`src/rtl/gpu_wb_pkg.sv`:
```
// gpu_wb_pkg: shared register-file constants and writeback source select type.
package gpu_wb_pkg;
  localparam int NUM_REGS    = 16;
  localparam int REG_RO_BASE = 13;
  typedef enum logic [1:0] {WB_NONE, WB_ALU, WB_LSU} wb_src_e;
  function automatic logic is_ro(input logic [3:0] rd);
    return rd >= 4'(REG_RO_BASE);
  endfunction
endpackage

```
`src/rtl/wb_fifo.sv`:
```
// wb_fifo: load-return buffer, power-of-two depth, async active-low reset of pointers.
module wb_fifo #(
  parameter int WIDTH = 8,
  parameter int DEPTH = 4
) (
  input  logic             clk,
  input  logic             reset,
  input  logic             push,
  input  logic             pop,
  input  logic [WIDTH-1:0] wdata,
  output logic [WIDTH-1:0] rdata,
  output logic             full,
  output logic             empty
);
  localparam int AW = $clog2(DEPTH);
  logic [WIDTH-1:0] mem_q [DEPTH];
  logic [AW-1:0]    wr_q, rd_q;
  logic [AW:0]      cnt_q;
  logic             do_push, do_pop;
  assign full    = cnt_q == (AW+1)'(DEPTH);
  assign empty   = cnt_q == '0;
  assign rdata   = mem_q[rd_q];
  assign do_push = push & ~full;
  assign do_pop  = pop & ~empty;
  always_ff @(posedge clk or negedge reset)
    if (!reset) begin
      wr_q  <= '0;
      rd_q  <= '0;
      cnt_q <= '0;
    end else begin
      if (do_push) wr_q <= wr_q + 1'b1;
      if (do_pop) rd_q <= rd_q + 1'b1;
      cnt_q <= cnt_q + (AW+1)'(do_push) - (AW+1)'(do_pop);
    end
  always_ff @(posedge clk)
    if (do_push) mem_q[wr_q] <= wdata;
endmodule

```
`src/rtl/reg_writeback.sv`:
```
// reg_writeback: ALU/load-return write arbitration with optional load scoreboard.
// Define WB_SCOREBOARD_EN to build the pending-register scoreboard and hazard output.
module reg_writeback
  import gpu_wb_pkg::*;
#(
  parameter int THREADS_PER_BLOCK = 4,
  parameter int DATA_BITS         = 8,
  parameter int LSU_FIFO_DEPTH    = 4
) (
  input  logic                                   clk,
  input  logic                                   reset,
  input  logic                                   enable,
  input  logic                                   alu_valid,
  input  logic [3:0]                             alu_rd,
  input  logic [THREADS_PER_BLOCK*DATA_BITS-1:0] alu_data,
  input  logic                                   lsu_valid,
  output logic                                   lsu_ready,
  input  logic [3:0]                             lsu_rd,
  input  logic [THREADS_PER_BLOCK*DATA_BITS-1:0] lsu_data,
  input  logic                                   issue_load_valid,
  input  logic [3:0]                             issue_load_rd,
  input  logic [3:0]                             check_rs,
  input  logic [3:0]                             check_rt,
  input  logic [3:0]                             check_rd,
  output logic                                   hazard,
  output logic                                   decoded_reg_write_enable,
  output logic [3:0]                             decoded_rd_address,
  output logic [THREADS_PER_BLOCK*DATA_BITS-1:0] reg_write_data
);
  localparam int LW = THREADS_PER_BLOCK*DATA_BITS;
  logic [3:0]    head_rd, sel_rd, rd_d, rd_q;
  logic [LW-1:0] head_data, sel_data, data_d, data_q;
  logic          full, empty, push, pop, we_d, we_q;
  wb_src_e       sel;
  // reset gates ready so no handshake completes while the block is held
  assign lsu_ready = reset & enable & ~full;
  assign push      = lsu_valid & lsu_ready;
  assign sel       = !enable ? WB_NONE : alu_valid ? WB_ALU : !empty ? WB_LSU : WB_NONE;
  assign pop       = sel == WB_LSU;
  assign sel_rd    = sel == WB_ALU ? alu_rd : head_rd;
  assign sel_data  = sel == WB_ALU ? alu_data : head_data;
  assign we_d      = sel != WB_NONE && !is_ro(sel_rd);
  assign rd_d      = we_d ? sel_rd : rd_q;
  assign data_d    = we_d ? sel_data : data_q;
  wb_fifo #(.WIDTH(4 + LW), .DEPTH(LSU_FIFO_DEPTH)) u_fifo (
    .clk   (clk),
    .reset (reset),
    .push  (push),
    .pop   (pop),
    .wdata ({lsu_rd, lsu_data}),
    .rdata ({head_rd, head_data}),
    .full  (full),
    .empty (empty)
  );
  always_ff @(posedge clk or negedge reset)
    if (!reset) begin
      we_q   <= 1'b0;
      rd_q   <= '0;
      data_q <= '0;
    end else begin
      we_q   <= we_d;
      rd_q   <= rd_d;
      data_q <= data_d;
    end
  assign decoded_reg_write_enable = we_q;
  assign decoded_rd_address       = rd_q;
  assign reg_write_data           = data_q;
`ifdef WB_SCOREBOARD_EN
  logic [NUM_REGS-1:0] pending_q, pending_d;
  // set is applied after clear so a same-edge issue of the returning rd wins
  always_comb begin
    pending_d = pending_q;
    if (pop) pending_d[head_rd] = 1'b0;
    if (enable && issue_load_valid && !is_ro(issue_load_rd)) pending_d[issue_load_rd] = 1'b1;
  end
  always_ff @(posedge clk or negedge reset)
    if (!reset) pending_q <= '0;
    else pending_q <= pending_d;
  assign hazard = pending_q[check_rs] | pending_q[check_rt] | pending_q[check_rd];
`else
  logic unused_sb;
  assign unused_sb = ^{issue_load_valid, issue_load_rd, check_rs, check_rt, check_rd};
  assign hazard    = 1'b0;
`endif
endmodule

```
`config.mk`:
```
export PLATFORM = sky130hd
export DESIGN_NAME = reg_writeback
export DESIGN_NICKNAME = d
export VERILOG_FILES = /design/src/rtl/gpu_wb_pkg.sv /design/src/rtl/wb_fifo.sv /design/src/rtl/reg_writeback.sv
export SDC_FILE = /design/constraint.sdc
export NUM_CORES = 1
export LEC_CHECK = 0
export ABC_AREA = 1
export CAP_MARGIN = 20
export CORE_MARGIN = 5
export CORE_UTILIZATION = 50
export CTS_CLUSTER_DIAMETER = 120
export CTS_CLUSTER_SIZE = 30
export DETAILED_ROUTE_END_ITERATION = 12
export PLACE_DENSITY = 0.75
export SYNTH_ARGS = -nofsm -noshare
export SYNTH_HDL_FRONTEND = slang
export SYNTH_HIERARCHICAL = 1
export SYNTH_SLANG_ARGS = --single-unit
export TNS_END_PERCENT = 5
```
`constraint.sdc`:
```
create_clock -name clk -period 5.43 [get_ports clk]
set_input_delay 1.3575 -clock clk [delete_from_list [all_inputs] [get_ports clk]]
set_output_delay 1.3575 -clock clk [all_outputs]
set_load 0.01 [all_outputs]
```
==> results of run 1 <==
==> worst max-delay path: stages <==
cell	delay, ns
sky130_fd_sc_hd__clkdlybuf4s50_1	0.49
sky130_fd_sc_hd__nand2_1	0.12
sky130_fd_sc_hd__nor2_1	0.16
sky130_fd_sc_hd__clkdlybuf4s50_1	0.56
==> flip-flops by register name, summed over array words and instances (netlist names) <==
register                  cells
u_fifo/mem_q                144
reg_write_data               32
decoded_rd_address            4
u_fifo/cnt_q                  3
u_fifo/rd_q                   2
u_fifo/wr_q                   2
decoded_reg_write_enable      1
==> metal layers <==
metal | track usage | share of wire | vias up
met5 | 0 | 0 | -
met4 | 0.0637 | 0.016 | 0
met3 | 0.0464 | 0.077 | 17
met2 | 0.287 | 0.46 | 174
met1 | 0.256 | 0.44 | 2578
li1 | - | - | 2850
==> cell usage in the layout (no fill, tap or decap) <==
master	count
sky130_fd_sc_hd__clkdlybuf4s50_1	113
sky130_fd_sc_hd__o21ai_4	1
sky130_fd_sc_hd__buf_4	9
sky130_fd_sc_hd__nand3_1	76
sky130_fd_sc_hd__clkbuf_16	17
sky130_fd_sc_hd__clkinv_2	1
sky130_fd_sc_hd__clkinv_4	2
sky130_fd_sc_hd__nor3_1	1
sky130_fd_sc_hd__ha_1	6
sky130_fd_sc_hd__dfrtp_1	43
sky130_fd_sc_hd__conb_1	1
sky130_fd_sc_hd__nor2_4	4
sky130_fd_sc_hd__inv_2	4
sky130_fd_sc_hd__buf_2	1
sky130_fd_sc_hd__inv_1	62
sky130_fd_sc_hd__clkbuf_1	1
sky130_fd_sc_hd__nor3b_1	1
sky130_fd_sc_hd__dfrtp_2	1
sky130_fd_sc_hd__edfxtp_1	144
sky130_fd_sc_hd__nand2_1	273
sky130_fd_sc_hd__nor2_1	75
sky130_fd_sc_hd__nand2_2	2
sky130_fd_sc_hd__o21ai_1	6
sky130_fd_sc_hd__fa_1	1
sky130_fd_sc_hd__nand3b_1	1
sky130_fd_sc_hd__clkinv_1	4
sky130_fd_sc_hd__clkinvlp_4	5
sky130_fd_sc_hd__o21ai_0	66
sky130_fd_sc_hd__clkinvlp_2	1
sky130_fd_sc_hd__nand2_4	1
==> logic make-up after synthesis <==
logic type	Yosys count
other	1
buffers and inverters	109
AND/OR/NAND/NOR	434
AO/OA/AOI/OAI	73
flip-flops	188
adder cells (fa/ha/maj)	7
==> worst paths after layout <==
check                                      to  slack [ns]  depth (start not counted)
min                        reg_write_data[30]        0.47                          2
max in group asynchronous      u_fifo/rd_q[0]        3.96                          2
max reg2reg                 reg_write_data[9]        2.16                         12
min in group asynchronous  reg_write_data[28]        1.06                          2
min reg2reg                reg_write_data[30]        0.47                          2
max                                 lsu_ready        1.38                          4
==> power groups by stage <==
stage / Clock (mW) / Combinational (mW) / Sequential (mW)
CTS: 1.08 / 1.63 / 1.90
finish: 1.06 / 1.63 / 1.89
global route: 1.15 / 1.85 / 1.92
detailed placement: 0 / 1.62 / 1.92
floorplan: 0 / 1.02 / 1.95
global placement: 0 / 1.59 / 1.92
==> area by class of cell <==
type                       instances  area [um^2]  area share
sequential                       188         5430       0.548
multi-input combinational        515         2250       0.227
timing repair buffer             123         1200       0.121
clock buffer                      18          429      0.0433
tap                              216          270      0.0273
inverter                          66          248      0.0250
clock inverter                    13         80.1     0.00808
==> results_dict.tcl, run 1 <==
set metrics [dict create \
    seq_power_share 0.413 \
    power_per_cell_area_mw_per_mm2 463 \
    peakVddDrop_v 0.000247 \
    floorplan.die_area_mm2 0.0189 \
    grt_pass1_vias 5283 \
    drtIter0Drc 509 \
    crit_arrival_ns 2.70 \
    grt_overflow 0 \
    leakagePower_nw 4.19 \
    power.net_switching_mw 1.61 \
    min_from "reg_write_data[30]" \
    ant_nets 0 \
    synth-adder-area-share 0.0117 \
    finalWeightedCongestion 0.769 \
    synth_edf_count 144 \
    synthSimpleGateAreaFrac 0.214 \
    cts_tree "built" \
    synthMostInstantiatedCell "sky130_fd_sc_hd__nand2_1" \
    leading_cell_types_by_count_after_synthesis "sky130_fd_sc_hd__nand2_1 (273), sky130_fd_sc_hd__edfxtp_1 (144), sky130_fd_sc_hd__nor2_1 (79)" \
    cts.hold.buffers_added 0 \
    synth_compound_gate_area_share 0.0462 \
    yosys_warnings 6 \
    p_comb_frac 0.355 \
    type_of_element_launching_the_critical_path "input pin" \
    yosysSeqAreaShare 0.666 \
    antenna_cells 0 \
    peak_clock_frequency_supported_by_timing_ghz 0.247 \
    synth_xor_area_frac 0 \
    cp.required_ns 4.07 \
    p_int_mw 2.97 \
    post_synth_inst_count 812 \
    global_route.usage.total 0.185 \
    synthDominantCellAreaShare 0.531 \
    cts_buffers 17 \
    setup.worst_path.end_class "output pin" \
    grt_first_pass_wirelength_um 26700 \
    grt_max_degree 86 \
    floorplan.initialDensity 0.511 \
    vias_per_cell 4.93 \
    count_of_maximum_capacitance_violations 0 \
    hold_viol 0 \
    syn_nets 913 \
    setup_slack_ns 1.38 \
    synth_async_sr_flop_share 0.234 \
    placement_stage_worst_setup_slack_ns 1.15 \
    root_buffer "sky130_fd_sc_hd__clkbuf_16" \
    fin_skew_ns 0.0106 \
    dominant_combinational_cell_family_by_area_after_synthesis "simple AND/OR/NAND/NOR gates" \
    n_fill_cell 1291 \
    place.detailed.hpwl_um 11000 \
    synthDistinctLibCells 24 \
    portion_of_total_power_attributed_to_the_clock_network 0.232 \
    core-area_mm2 0.0159 \
    numPortBuffers 114 \
    finalNonFillerCells 1139 \
    drc 0 \
    cts-htree-levels 4 \
    cts-resized-gates 0 \
    layout_worst_path_cycle_share 0.747 \
    vias 5619 \
    synth.mux.area_fraction 0 \
    dpl-instance-area_mm2 0.00940 \
    totalNegativeSetupSlack_ns 0 \
    dr.pass1.iters 5 \
    final_net_count 1012 \
    finish.instance_area_mm2 0.00991 \
    category_of_the_most_critical_setup_path "in -> out" \
    worst_slew_margin_rel 0.361 \
    min-delay-path-class "reg -> reg" \
    insertion_delay_of_the_later_clocked_pin_in_the_worst_skew_pair_ns 0.42 \
    floorplan.die.height_um 138 \
    flow.area_growth_from_synthesis_pct 21.6 \
    antenna_violations_before_repair 0 \
    status "complete, no violations" \
    most_common_flop_cell_mapped_by_yosys "sky130_fd_sc_hd__edfxtp_1" \
    design.portCount 133 \
    path_clk_slew_ns 0.06 \
    dieWidth_um 138 \
    netlist.top_cell.by_area "sky130_fd_sc_hd__edfxtp_1" \
    synth.ff_latch_count 188 \
    cts.sinks 188 \
    fin_util 0.621 \
    setup_viol_count_final 0 \
    critical_path_peak_fanout 2 \
    leading_post_synthesis_cells_by_cell_area "sky130_fd_sc_hd__edfxtp_1 (53%), sky130_fd_sc_hd__dfrtp_1 (14%), sky130_fd_sc_hd__nand2_1 (13%)" \
    share_of_cells_above_drive_strength_1 0.0531 \
    startpoint "enable" \
    timing_worst_slew_pin_value_ns 0.955 \
    cts.path.max_buffers 2 \
    p_sw_frac 0.351 \
    numPlacedInstances 1108 \
    post_synth.cell_area_avg_um2 10.0 \
    detail_route.wl_per_cell_um 14.8 \
    timing.final.max_slew_violations 0 \
    rsz0062_at_grt "false" \
    routed_wirelength_um 16900 \
    cts.repair_timing.setup_buffer_count 0 \
    power_mw 4.58 \
    regToRegStartpoint "u_fifo/rd_q[0]" \
    post-route-min-period_ns 4.05 \
    rows 46 \
    fin_worst_hold_slack_ns 0.469 \
    synth.cell_area_mm2 0.00815 \
]
(Power assumes the default switching activity.)
==> run 2, diff against run 1 <==
Settings changed: CORE_UTILIZATION 50 to 48, PLACE_DENSITY 0.75 to 0.76.
Clock period 5.43 ns to 3.3 ns, I/O delays scaled along.
==> run 2 against run 1 <==
  * Combinational power increased by 67%
  * Register-to-register slack got worse by 1.3 ns
  * Power increased by 70%
  * Largest power group unchanged
  * Cell count increased by 1.5%
  * Global-route usage decreased by 0.71 points
==> results_dict.tcl, run 2 (synthesis gave the netlist of run 1 again) <==
set metrics [dict create \
    status "complete, no violations" \
    timing.critical_path.slowest_stage_cell "sky130_fd_sc_hd__clkdlybuf4s50_1" \
    timing.reg2reg.worst_path_depth 12 \
    cts.sinks 188 \
    detail_route.wl_per_cell_um 14.9 \
    category_of_the_most_critical_setup_path "in -> out" \
    cts_buffers 17 \
    cts.repair_timing.setup_buffer_count 0 \
    routed_wirelength_um 17200 \
    worstPathBufferInverterCount 2 \
    final_net_count 1023 \
    leakagePower_nw 4.29 \
    peakVddDrop_v 0.000400 \
    setup.reg_to_reg.worst_slack_ns 0.91 \
    grt_overflow 0 \
    critPathMaxStageDelay_ns 0.54 \
    power_mw 7.78 \
    vias_per_cell 4.93 \
    leading_cell_types_in_the_layout_fill_and_taps_excluded "sky130_fd_sc_hd__nand2_1 (273), sky130_fd_sc_hd__edfxtp_1 (144), sky130_fd_sc_hd__clkdlybuf4s50_1 (113)" \
    post-route-min-period_ns 2.88 \
    cts.path.max_buffers 2 \
    crit_arrival_ns 2.05 \
    worstHoldEndpoint "decoded_rd_address[2]" \
    drc 0 \
    layout_worst_path_cycle_share 0.872 \
    timing.final.max_slew_violations 0 \
    numPortBuffers 114 \
    type_of_element_launching_the_critical_path "input pin" \
    floorplan.die.height_um 140 \
    vias 5702 \
    top_register "u_fifo/mem_q" \
    largest_register_ffs 144 \
    dpl-instance-area_mm2 0.00954 \
    cts_tree "built" \
    rows 47 \
    fin_util 0.607 \
    ant_nets 0 \
    regToRegStartpoint "u_fifo/cnt_q[2]" \
    hold_viol 0 \
    dieWidth_um 140 \
    flow.area_growth_from_synthesis_pct 24.0 \
    drtIter0Drc 578 \
    finish.instance_area_mm2 0.0101 \
    design.portCount 133 \
    setup.worst_path.end_class "output pin" \
    cts-resized-gates 0 \
    grt_pass1_vias 5432 \
    multi_input_combinational_cell_area_mm2 0.00225 \
    startpoint "enable" \
    place.detailed.hpwl_um 11700 \
    cp.required_ns 2.47 \
    cts.hold.buffers_added 0 \
    antenna_violations_before_repair 3 \
    timing_worst_slew_pin_value_ns 0.760 \
    most_common_cell_after_layout_fill_and_taps_aside "sky130_fd_sc_hd__nand2_1" \
    count_of_maximum_capacitance_violations 0 \
    n_fill_cell 1345 \
    grt_max_degree 56 \
    worst_path_most_repeated_cell "sky130_fd_sc_hd__clkdlybuf4s50_1" \
    fin_skew_ns 0.0117 \
    totalNegativeSetupSlack_ns 0 \
    dr.pass1.iters 5 \
    floorplan.initialDensity 0.489 \
    critical_path_peak_fanout 3 \
    peak_clock_frequency_supported_by_timing_ghz 0.347 \
    cell_by_cell_listing_of_the_critical_path "clkdlybuf4s50_1 > nand2_1 > nor2_1 > clkdlybuf4s50_1" \
    whs_path_depth 2 \
    cpLargestDelayFamily "buffers and inverters" \
    min_from "decoded_rd_address[2]" \
    global_route.usage.total 0.178 \
    core-area_mm2 0.0166 \
    floorplan.die_area_mm2 0.0197 \
    insertion_delay_of_the_later_clocked_pin_in_the_worst_skew_pair_ns 0.43 \
    cts-htree-levels 4 \
    grt_first_pass_wirelength_um 27700 \
    ff_latch_area_mm2 0.00543 \
    min-delay-path-class "reg -> reg" \
    finalWeightedCongestion 0.771 \
    fin_worst_hold_slack_ns 0.472 \
    reg2reg_to "u_fifo/cnt_q[2]" \
    setup_viol_count_final 0 \
    power_per_cell_area_mw_per_mm2 770 \
    root_buffer "sky130_fd_sc_hd__clkbuf_16" \
    rsz0062_at_grt "false" \
    path_clk_slew_ns 0.07 \
    share_of_cells_above_drive_strength_1 0.0684 \
    worst_slew_margin_rel 0.493 \
]
==> run 2: cell types whose count changed in the layout (fill, tap and decap cells not counted), moves of 2 or more <==
cell	before	now
sky130_fd_sc_hd__buf_12	0	4
sky130_fd_sc_hd__clkinvlp_4	5	3
sky130_fd_sc_hd__buf_4	9	16
sky130_fd_sc_hd__clkinv_1	4	1
sky130_fd_sc_hd__inv_6	0	6
==> run 2: power by group <==
group	switching [mW]	internal, mW
Combinational	1.65	1.08
Clock	0.875	1.06
Sequential	0.214	2.91
==> run 2: cell type report <==
| cell class | instances | share of cell area |
|---|---|---|
| sequential | 188 | 0.537 |
| multi-input combinational | 515 | 0.223 |
| timing repair buffer | 134 | 0.132 |
| clock buffer | 18 | 0.0425 |
| tap | 220 | 0.0272 |
| inverter | 66 | 0.0245 |
| clock inverter | 14 | 0.0133 |
| antenna | 1 | 0.000248 |
==> run 2: layer usage <==
metal,vias up,routed length [um],global-route usage,share of wire
met5,-,32,0,0.0019
met4,4,450,0.0729,0.026
met3,35,1150,0.0446,0.067
met2,163,8000,0.278,0.46
met1,2629,7620,0.240,0.44
li1,2871,-,-,-
==> run 2: how the worst max path moves through the flow <==
stage | to | slack [ns] | depth (start not counted)
2_1_floorplan | u_fifo/mem_q[0][0] | -0.48 | 6
3_3_place_gp | u_fifo/cnt_q[2] | 0.30 | 11
3_5_place_dp | u_fifo/cnt_q[2] | 0.24 | 11
4_1_cts | lsu_ready | 0.42 | 4
5_1_grt | lsu_ready | 0.34 | 4
6_report | lsu_ready | 0.42 | 4
==> run 2: metrics by stage <==
step	instances	setup slack, ns
detailed placement	1123	0.238
global placement	1123	0.304
global route	1156	0.337
floorplan	812	-0.482
finish	1156	0.422
CTS	1155	0.418
==> run 2: worst min-delay path, stage by stage, from the launching register on <==
cell and delay (ns):
sky130_fd_sc_hd__dfrtp_1 0.34, sky130_fd_sc_hd__nand2_1 0.05, sky130_fd_sc_hd__nand2_1 0.05
==> run 3, diff against run 2 <==
Settings changed: CELL_PAD_IN_SITES_DETAIL_PLACEMENT from default to 0, CELL_PAD_IN_SITES_GLOBAL_PLACEMENT from default to 2, CORE_UTILIZATION 48 to 30, PLACE_DENSITY 0.76 to default, PLACE_DENSITY_LB_ADDON from default to 0.1.
==> run 3 against run 2 <==
  * Clock-buffer cell count shrank 1
  * First-iteration DRC count fell by 49%
  * Sequential share of layout area decreased by 0.84 points
  * Critical path type unchanged
  * Flip-flop and latch count is the same
  * Via count decreased by 1.6%
  * Global-route usage down 4.4 points
  * Die area up 55%
  * Clock power increased by 4%
  * Combinational power rose by 4%
  * Power up 2.1%
==> results_dict.tcl, run 3 (synthesis gave the netlist of run 1 again) <==
set metrics [dict create \
    floorplan.die.height_um 175 \
    rsz0062_at_grt "false" \
    power.net_switching_mw 2.94 \
    cts_buffers 17 \
    share_of_cells_above_drive_strength_1 0.0666 \
    dieWidth_um 175 \
    min-delay-path-class "reg -> reg" \
    cts.path.max_buffers 2 \
    finalNonFillerCells 1272 \
    post-route-min-period_ns 2.93 \
    floorplan.die_area_mm2 0.0305 \
    critPathMaxStageDelay_ns 0.54 \
    place.detailed.hpwl_um 13400 \
    cts_tree "built" \
    detail_route.wl_per_cell_um 15.9 \
    fin_worst_hold_slack_ns 0.471 \
    count_of_maximum_capacitance_violations 0 \
    totalNegativeSetupSlack_ns 0 \
    p_int_mw 5.00 \
    largest_register_ffs 144 \
    peak_clock_frequency_supported_by_timing_ghz 0.341 \
    rows 60 \
    grt_first_pass_wirelength_um 31500 \
    portion_of_total_power_attributed_to_the_clock_network 0.251 \
    ant_nets 0 \
    type_of_element_launching_the_critical_path "input pin" \
    crit_arrival_ns 2.11 \
    worst_path_most_repeated_cell "sky130_fd_sc_hd__clkdlybuf4s50_1" \
    critical_path_peak_fanout 2 \
    flow.area_growth_from_synthesis_pct 26.0 \
    drc 0 \
    seq_power_share 0.392 \
    dr.pass1.iters 4 \
    worstPathBufferInverterCount 2 \
    fin_skew_ns 0.0147 \
    timing_worst_slew_pin_value_ns 0.753 \
    cts-resized-gates 0 \
    grt_overflow 0 \
    cts.sinks 188 \
    cp.required_ns 2.47 \
    p_comb_frac 0.357 \
    drtIter0Drc 292 \
    grt_pass1_vias 5503 \
    power_per_cell_area_mw_per_mm2 774 \
    numPlacedInstances 1241 \
    cts.repair_timing.setup_buffer_count 0 \
    grt_max_degree 54 \
    path_clk_slew_ns 0.07 \
    p_sw_frac 0.370 \
    root_buffer "sky130_fd_sc_hd__clkbuf_16" \
    numPortBuffers 114 \
    setup_viol_count_final 0 \
    peakVddDrop_v 0.000291 \
    finalWeightedCongestion 0.734 \
    vias_per_cell 4.41 \
    antenna_violations_before_repair 0 \
    cpLargestDelayFamily "buffers and inverters" \
    cell_by_cell_listing_of_the_critical_path "clkdlybuf4s50_1 > nand2_1 > nor2_1 > clkdlybuf4s50_1" \
    timing.critical_path.slowest_stage_cell "sky130_fd_sc_hd__clkdlybuf4s50_1" \
    core-area_mm2 0.0269 \
    antenna_cells 0 \
    top_register "u_fifo/mem_q" \
    floorplan.initialDensity 0.303 \
    vias 5609 \
    insertion_delay_of_the_later_clocked_pin_in_the_worst_skew_pair_ns 0.43 \
    global_route.usage.total 0.134 \
    layout_worst_path_cycle_share 0.889 \
    most_common_cell_after_layout_fill_and_taps_aside "sky130_fd_sc_hd__nand2_1" \
    leading_cell_types_in_the_layout_fill_and_taps_excluded "sky130_fd_sc_hd__nand2_1 (273), sky130_fd_sc_hd__edfxtp_1 (144), sky130_fd_sc_hd__clkdlybuf4s50_1 (113)" \
    cts-htree-levels 4 \
    status "complete, no violations" \
    leakagePower_nw 4.30 \
    final_net_count 1020 \
    design.portCount 133 \
    timing.final.max_slew_violations 0 \
    category_of_the_most_critical_setup_path "in -> out" \
    cts.hold.buffers_added 0 \
    worst_slew_margin_rel 0.497 \
    setup.worst_path.end_class "output pin" \
    hold_viol 0 \
    routed_wirelength_um 20200 \
]
[run 3: changes by cell type in the layout (fill, tap and decap cells not counted), moves of 2 or more]
cell | before | now
sky130_fd_sc_hd__clkinvlp_4 | 3 | 0
sky130_fd_sc_hd__inv_6 | 6 | 4
sky130_fd_sc_hd__clkinv_8 | 0 | 6
sky130_fd_sc_hd__buf_4 | 16 | 13
[run 3: layout make-up]
| type | count | area [um^2] |
|---|---|---|
| inverter | 66 | 248 |
| clock buffer | 17 | 425 |
| multi-input combinational | 515 | 2250 |
| clock inverter | 14 | 173 |
| timing repair buffer | 131 | 1310 |
| tap | 341 | 427 |
| sequential | 188 | 5430 |
| fill | 2660 | 16600 |
[run 3: per-layer routing]
metal / vias up / track usage / share of wire
met1: 2629 / 0.198 / 0.51
met4: 0 / 0.0275 / 0.0059
li1: 2867 / - / -
met2: 107 / 0.200 / 0.44
met5: - / 0 / 0
met3: 6 / 0.0338 / 0.045
[run 3: power groups by stage]
stage	clock network (mW)	registers (mW)	logic (mW)
after floorplan	0	3.21	1.68
after global placement	0	3.15	2.85
after detailed placement	0	3.17	2.89
after CTS	2.07	3.12	2.90
after global routing	2.17	3.16	3.22
final	2.00	3.11	2.84
[run 3: metrics by stage]
stage	total power, mW	setup slack, ns	utilization	cell area, um^2
3_5_place_dp	6.06	0.0857	0.360	9670
4_1_cts	8.09	0.320	0.382	10300
6_report	7.95	0.365	0.382	10300
2_1_floorplan	4.89	-0.482	-	8150
3_3_place_gp	6.01	0.102	0.360	9670
5_1_grt	8.55	0.292	0.382	10300
[run 3: worst paths after layout]
kind	from	endpoint	slack, ns	depth (start not counted)
max	enable	lsu_ready	0.37	4
min	reg_write_data[22]	reg_write_data[22]	0.47	2
max reg2reg	u_fifo/rd_q[0]	reg_write_data[14]	0.82	12
min reg2reg	reg_write_data[22]	reg_write_data[22]	0.47	2
max in group asynchronous	reset	u_fifo/rd_q[0]	2.38	2
min in group asynchronous	reset	reg_write_data[29]	0.50	2
[run 3: worst reg2reg max path, delay by kind of cell (launching register included)]
family / cells / cell delay (ns)
AND/OR/NAND/NOR: 8 / 0.82
flip-flops: 1 / 0.61
buffers and inverters: 3 / 0.84
AO/OA/AOI/OAI: 1 / 0.16
